$ cat config.mk
export PLATFORM = sky130hd
export DESIGN_NAME = x74138_rr_arbiter
export DESIGN_NICKNAME = d
export VERILOG_FILES = /design/src/rtl/x74138_rr_arbiter_pkg.sv /design/src/rtl/x74138.sv /design/src/rtl/x74138_rr_arbiter_pick.sv /design/src/rtl/x74138_rr_arbiter.sv
export SDC_FILE = /design/constraint.sdc
export NUM_CORES = 1
export LEC_CHECK = 0
export BUFFER_PORTS_ARGS = -buffer_cell sky130_fd_sc_hd__buf_4
export CORE_UTILIZATION = 35
export DETAILED_ROUTE_END_ITERATION = 8
export GPL_TIMING_DRIVEN = 0
export MAX_ROUTING_LAYER = met4
export PLACE_DENSITY = 0.65
export SYNTH_ARGS = -nofsm -noshare
export SYNTH_HDL_FRONTEND = slang
export SYNTH_SLANG_ARGS = --single-unit
$ cat constraint.sdc
create_clock -name clk -period 6.2 [get_ports clk]
set_input_delay 0.62 -clock clk [delete_from_list [all_inputs] [get_ports clk]]
set_output_delay 0.62 -clock clk [all_outputs]
set_load 0.03 [all_outputs]
$ cat src/rtl/x74138_rr_arbiter_pkg.sv
`default_nettype none
// ============================================================================
//  Module   : x74138_rr_arbiter_pkg
//  Brief    : Shared decoder-enable codes and arbiter state encoding.
//  Revision : 1.0
// ============================================================================
package x74138_rr_arbiter_pkg;

    // Enable bus is {G1, G2A_n, G2B_n}
    localparam logic [2:0] DEC_EN_ON  = 3'b100;
    localparam logic [2:0] DEC_EN_OFF = 3'b000;

    typedef enum logic [1:0] {
        ST_IDLE  = 2'd0,
        ST_GRANT = 2'd1,
        ST_GUARD = 2'd2
    } arb_state_t;

endpackage
`default_nettype wire

$ cat src/rtl/x74138.sv
`default_nettype none
// ============================================================================
//  Module   : x74138
//  Brief    : 3-to-8 line decoder with active-low outputs (74HC138 behaviour).
//  Revision : 1.0
// ============================================================================
module x74138 (
    input  logic       g1,
    input  logic       g2a_n,
    input  logic       g2b_n,
    input  logic [2:0] a,
    output logic [7:0] y_n
);

    logic w_enabled;

    assign w_enabled = g1 & ~g2a_n & ~g2b_n;
    assign y_n       = w_enabled ? ~(8'h01 << a) : 8'hFF;

endmodule
`default_nettype wire

$ cat src/rtl/x74138_rr_arbiter_pick.sv
`default_nettype none
// ============================================================================
//  Module   : rr_pick8
//  Brief    : Round-robin picker; first set request after 'last', wrapping.
//  Revision : 1.0
// ============================================================================
module rr_pick8 (
    input  logic [7:0] req,
    input  logic [2:0] last,
    output logic       any,
    output logic [2:0] idx
);

    logic [2:0] w_cand;

    always_comb begin
        any    = 1'b0;
        idx    = last;
        w_cand = last;
        for (int i = 1; i <= 8; i++) begin
            w_cand = last + 3'(i);
            if (!any && req[w_cand]) begin
                any = 1'b1;
                idx = w_cand;
            end
        end
    end

endmodule
`default_nettype wire

$ cat src/rtl/x74138_rr_arbiter.sv
`default_nettype none
// ============================================================================
//  Module   : x74138_rr_arbiter
//  Brief    : 8-way round-robin arbiter driving a x74138 decoder for grants.
//  Revision : 1.0
// ============================================================================
module x74138_rr_arbiter
    import x74138_rr_arbiter_pkg::*;
#(
    parameter int MAX_HOLD = 16,
    parameter int GUARD    = 1
) (
    input  logic       clk,
    input  logic       rst_n,
    input  logic [7:0] req,
    output logic [2:0] dec_en,
    output logic [2:0] dec_sel,
    output logic [7:0] gnt_n,
    output logic       gnt_valid,
    output logic [2:0] gnt_id,
    output logic       timeout
);

    localparam int HOLD_W  = $clog2(MAX_HOLD + 1);
    localparam int GUARD_W = $clog2(GUARD + 1);
    localparam logic [HOLD_W-1:0]  C_HOLD_MAX  = HOLD_W'(MAX_HOLD);
    localparam logic [GUARD_W-1:0] C_GUARD_MAX = GUARD_W'(GUARD);

    arb_state_t          r_state;
    logic [2:0]          r_last;
    logic [HOLD_W-1:0]   r_hold_cnt;
    logic [GUARD_W-1:0]  r_guard_cnt;
    logic                w_pick_any;
    logic [2:0]          w_pick_idx;

    rr_pick8 u_pick (
        .req  (req),
        .last (r_last),
        .any  (w_pick_any),
        .idx  (w_pick_idx)
    );

    always_ff @(posedge clk or negedge rst_n) begin
        if (!rst_n) begin
            r_state     <= ST_IDLE;
            r_last      <= 3'd7;
            r_hold_cnt  <= '0;
            r_guard_cnt <= '0;
            dec_en      <= DEC_EN_OFF;
            dec_sel     <= 3'd0;
            gnt_valid   <= 1'b0;
            gnt_id      <= 3'd0;
            timeout     <= 1'b0;
        end else begin
            timeout <= 1'b0;
            case (r_state)
                ST_IDLE: begin
                    if (w_pick_any) begin
                        r_state    <= ST_GRANT;
                        dec_en     <= DEC_EN_ON;
                        dec_sel    <= w_pick_idx;
                        gnt_id     <= w_pick_idx;
                        gnt_valid  <= 1'b1;
                        r_hold_cnt <= HOLD_W'(1);
                    end
                end
                ST_GRANT: begin
                    // A release coinciding with the hold limit is not a timeout
                    if (!req[gnt_id] || (r_hold_cnt == C_HOLD_MAX)) begin
                        r_state     <= ST_GUARD;
                        dec_en      <= DEC_EN_OFF;
                        gnt_valid   <= 1'b0;
                        r_last      <= gnt_id;
                        r_guard_cnt <= GUARD_W'(1);
                        timeout     <= req[gnt_id];
                    end else begin
                        r_hold_cnt <= r_hold_cnt + HOLD_W'(1);
                    end
                end
                ST_GUARD: begin
                    if (r_guard_cnt == C_GUARD_MAX) begin
                        r_state <= ST_IDLE;
                    end else begin
                        r_guard_cnt <= r_guard_cnt + GUARD_W'(1);
                    end
                end
                default: begin
                    r_state   <= ST_IDLE;
                    dec_en    <= DEC_EN_OFF;
                    gnt_valid <= 1'b0;
                end
            endcase
        end
    end

    x74138 u_dec (
        .g1    (dec_en[2]),
        .g2a_n (dec_en[1]),
        .g2b_n (dec_en[0]),
        .a     (dec_sel),
        .y_n   (gnt_n)
    );

endmodule
`default_nettype wire
==> run_results.csv <==
group,metric,value,unit
setup_path,critPathTopFamily,"buffers and inverters",
synthesis,yosysUniqueCellTypes,51,
layout,nets,235,
cts,clk_pin_slew,0.06,ns
layout,post-route-util,44.4,%
setup_path,path_cells,"buf_6 > buf_2 > inv_1 > ha_1 > buf_2 > mux4_1 > mux2_2 > and4b_1 > buf_6 > a211o_1 > and2_1 > o21ai_1",
min_path,hp-class,"in2async",
pwr,total_power,1.38,mW
setup_path,r2r_cells,12,
setup_path,crit_buf_inv,5,
sta,timing.final.ws_setup,2.73,ns
cts,post_cts_buffers,0,
grt,overflow,0,
pwr,leakage,0.896,nW
cts,cts_hold_buffers,0,
synthesis,netlist_area,0.00181,sq mm
setup_path,rr_endpoint,"r_hold_cnt[1]",
placed_design,post-place-ws,2.77,ns
sta,maxSlewViolCount,0,
cts,clock_latency,0.25,ns
setup_path,cp-endpoint,"r_hold_cnt[1]",
layout,diodes,0,
layout,final_common_cell,"buf_4",
setup_path,start_kind,"flip-flop",
synthesis,synth_enable_flop_cells,0,
setup_path,worst-r2r-setup-slack,2.73,ns
synthesis,yosysSeqAreaShare,22.3,%
synthesis,synthFlopType,"dfrtp_1",
sta,max_freq,288,MHz
setup_path,rr_startpoint,"r_last[1]",
pwr,peakVddDrop,0.000269,V
job,max-cap-violations,0,
pwr,powerDensity,639,mW/mm^2
layout,finish.instance_area,0.00215,sq mm
sta,fin_tns_setup,0,ns
grt,use_met3,1.63,%
placed_design,dp_hpwl,3290,microns
floorplan,core-area,0.00485,sq mm
floorplan,start_util,37.4,%
detailed_routing,drt-initial-drc-count,77,
layout,syn_to_final_growth,18.6,%
detailed_routing,routed_via_density,5.59,
grt,grt_busiest_layer,"met2",
setup_path,crit_arrival,3.61,ns
placed_design,placed_cells,283,
grt,grt_max_degree,17,
sta,fin_crit,3.47,ns
detailed_routing,ant_nets,0,
setup_path,crit_type,"reg2reg",
synthesis,syn_inst,189,
sta,min_period_over_period,56.0,%
cts,cts_htree_levels,1,
cts,cts_inserted_buffers,3,
floorplan,rows,25,
cts,cts_tree,"yes",
grt,antenna_found_initial,0,
setup_path,crit_slowest_cell,"dfstp_2",
synthesis,synth.ff_latch_count,16,
floorplan,die_w,74.0,microns
cts,cts_root_buf,"clkbuf_8",
synthesis,yosysWarnings,0,
detailed_routing,vias,1605,
placed_design,finalWeightedCongestion,0.885,
layout,layout.cells.non_filler,287,
floorplan,dieArea,0.00548,sq mm
sta,rsz0062_at_grt,"no",
grt,grt.met2_usage,27.8,%
synthesis,async_flop_share,100,%
cts,ctsLongestPathBuffers,2,
placed_design,placed_area,0.00210,sq mm
detailed_routing,avgRoutedWirePerCell,15.4,microns
sta,final-hold-violation-count,0,
detailed_routing,drc_errors,0,
setup_path,crit_cells,12,
sta,worstMarginPinSlew,0.509,ns
grt,grt_pass1_vias,1477,
grt,grtUsageTotal,17.9,%
placed_design,portBuffers,26,
setup_path,cp_slowest_stage_delay,0.54,ns
sta,setup_viol,0,
cts,cts.sinks,16,
sta,holdWs,0.220,ns
detailed_routing,routed_wl,4430,microns
layout,drive_above_1_share,32.7,%
synthesis,syn_area_per_cell,9.60,sq um
grt,gr-usage-met1,25.5,%
floorplan,top_level_ports,29,
sta,slew_headroom,66.0,%
setup_path,critPathLaunch,"r_last[1]",
setup_path,cp.required,6.34,ns
run_status,status,"finished, final reports clean",
sta,finClkSkew,0.00243,ns
floorplan,fp.dieH,74.0,microns
grt,grt_pass1_wl,7400,microns
setup_path,cp_max_fo,10,
setup_path,cp-end-kind,"flip-flop",
layout,mostFrequentLayoutCells,"buf_4 (33), nand2_1 (15), nor2_1 (15)",
detailed_routing,drt-pass1-iter-count,4,
cts,cts_resized,0,
## synthesized netlist by cell type (2+ instances only)
| library cell | count | area, sq um |
|---|---|---|
| dfstp_2 | 3 | 78.8 |
| nand3_1 | 9 | 45.0 |
| inv_1 | 8 | 30.0 |
| nand2b_1 | 4 | 25.0 |
| nand2_1 | 15 | 56.3 |
| mux2i_1 | 11 | 110 |
| nor2b_1 | 6 | 37.5 |
| and2_1 | 3 | 18.8 |
| dfrtp_1 | 13 | 325 |
| nor2_1 | 15 | 56.3 |
| o221ai_1 | 2 | 17.5 |
| a211o_1 | 2 | 17.5 |
| a32oi_1 | 2 | 17.5 |
| mux2_1 | 4 | 45.0 |
| mux4_2 | 12 | 270 |
| nand4_1 | 3 | 18.8 |
| a211oi_1 | 2 | 15.0 |
| nand4b_1 | 2 | 17.5 |
| o21ai_0 | 2 | 10.0 |
| clkbuf_1 | 4 | 15.0 |
| mux2_2 | 8 | 90.1 |
| ha_1 | 4 | 50.1 |
| buf_4 | 7 | 52.6 |
| xor2_1 | 2 | 17.5 |
| buf_2 | 4 | 20.0 |
| o21ai_1 | 2 | 10.0 |
| xnor2_1 | 2 | 17.5 |
| a311o_1 | 2 | 20.0 |
| a22oi_1 | 2 | 15.0 |
| buf_6 | 3 | 33.8 |
| a21oi_1 | 10 | 50.1 |
| xor2_2 | 2 | 32.5 |
## state kept, by name, indices dropped and copies added, names as in the netlist
signal / flops
r_state: 2
r_guard_cnt: 1
dec_en: 1
r_hold_cnt: 5
gnt_id: 3
timeout: 1
r_last: 3
## kinds of logic (layout without fill, tap and decap cells)
kind of cell,count (synthesis),after routing,synth area share (%)
AO/OA/AOI/OAI,37,37,14.8
XOR/XNOR,6,6,3.72
adder cells (fa/ha/maj),4,4,2.76
buffers and inverters,26,56,8.34
flip-flops,16,16,22.3
multiplexers,36,36,29.9
other,1,2,0.207
AND/OR/NAND/NOR,63,63,18.1
## cell type report
type	count	area [sq um]
Buffer	18	121
Clock buffer	4	55.1
Fill cell	476	2700
Inverter	8	30.0
Multi-Input combinational cell	148	1260
Sequential cell	16	404
Tap cell	67	83.8
Timing Repair Buffer	26	195
## worst reg2reg max path: stages, from the launching register on
cell     delay, ns
dfstp_2       0.54
buf_6         0.15
buf_2         0.28
inv_1         0.19
ha_1          0.30
buf_2         0.24
mux4_1        0.39
mux2_2        0.36
and4b_1       0.27
buf_6         0.13
a211o_1       0.24
and2_1        0.19
o21ai_1       0.08
## where the power goes
part / switching, mW / internal [mW] / total [mW]
registers: 0.0427 / 0.150 / 0.193
logic: 0.613 / 0.478 / 1.09
clock network: 0.0349 / 0.0563 / 0.0911
total: 0.691 / 0.685 / 1.38
## worst min-delay path by stage
stage / from / endpoint / slack, ns / cells after the start
after floorplan: rst_n / dec_en[2] / 0.32 / 0
after global placement: r_guard_cnt / r_state[1] / 0.43 / 1
after detailed placement: r_guard_cnt / r_state[1] / 0.45 / 1
after CTS: rst_n / gnt_id[0] / 0.22 / 1
after global routing: rst_n / timeout / 0.23 / 1
final: rst_n / r_hold_cnt[0] / 0.22 / 1
## per-layer routing
metal	up-vias	wire length, microns
met1	791	2170
met4	0	40
met3	5	160
met5	-	0
met2	47	2060
li1	762	-
No activity file was read; power rests on OpenSTA's default activity.
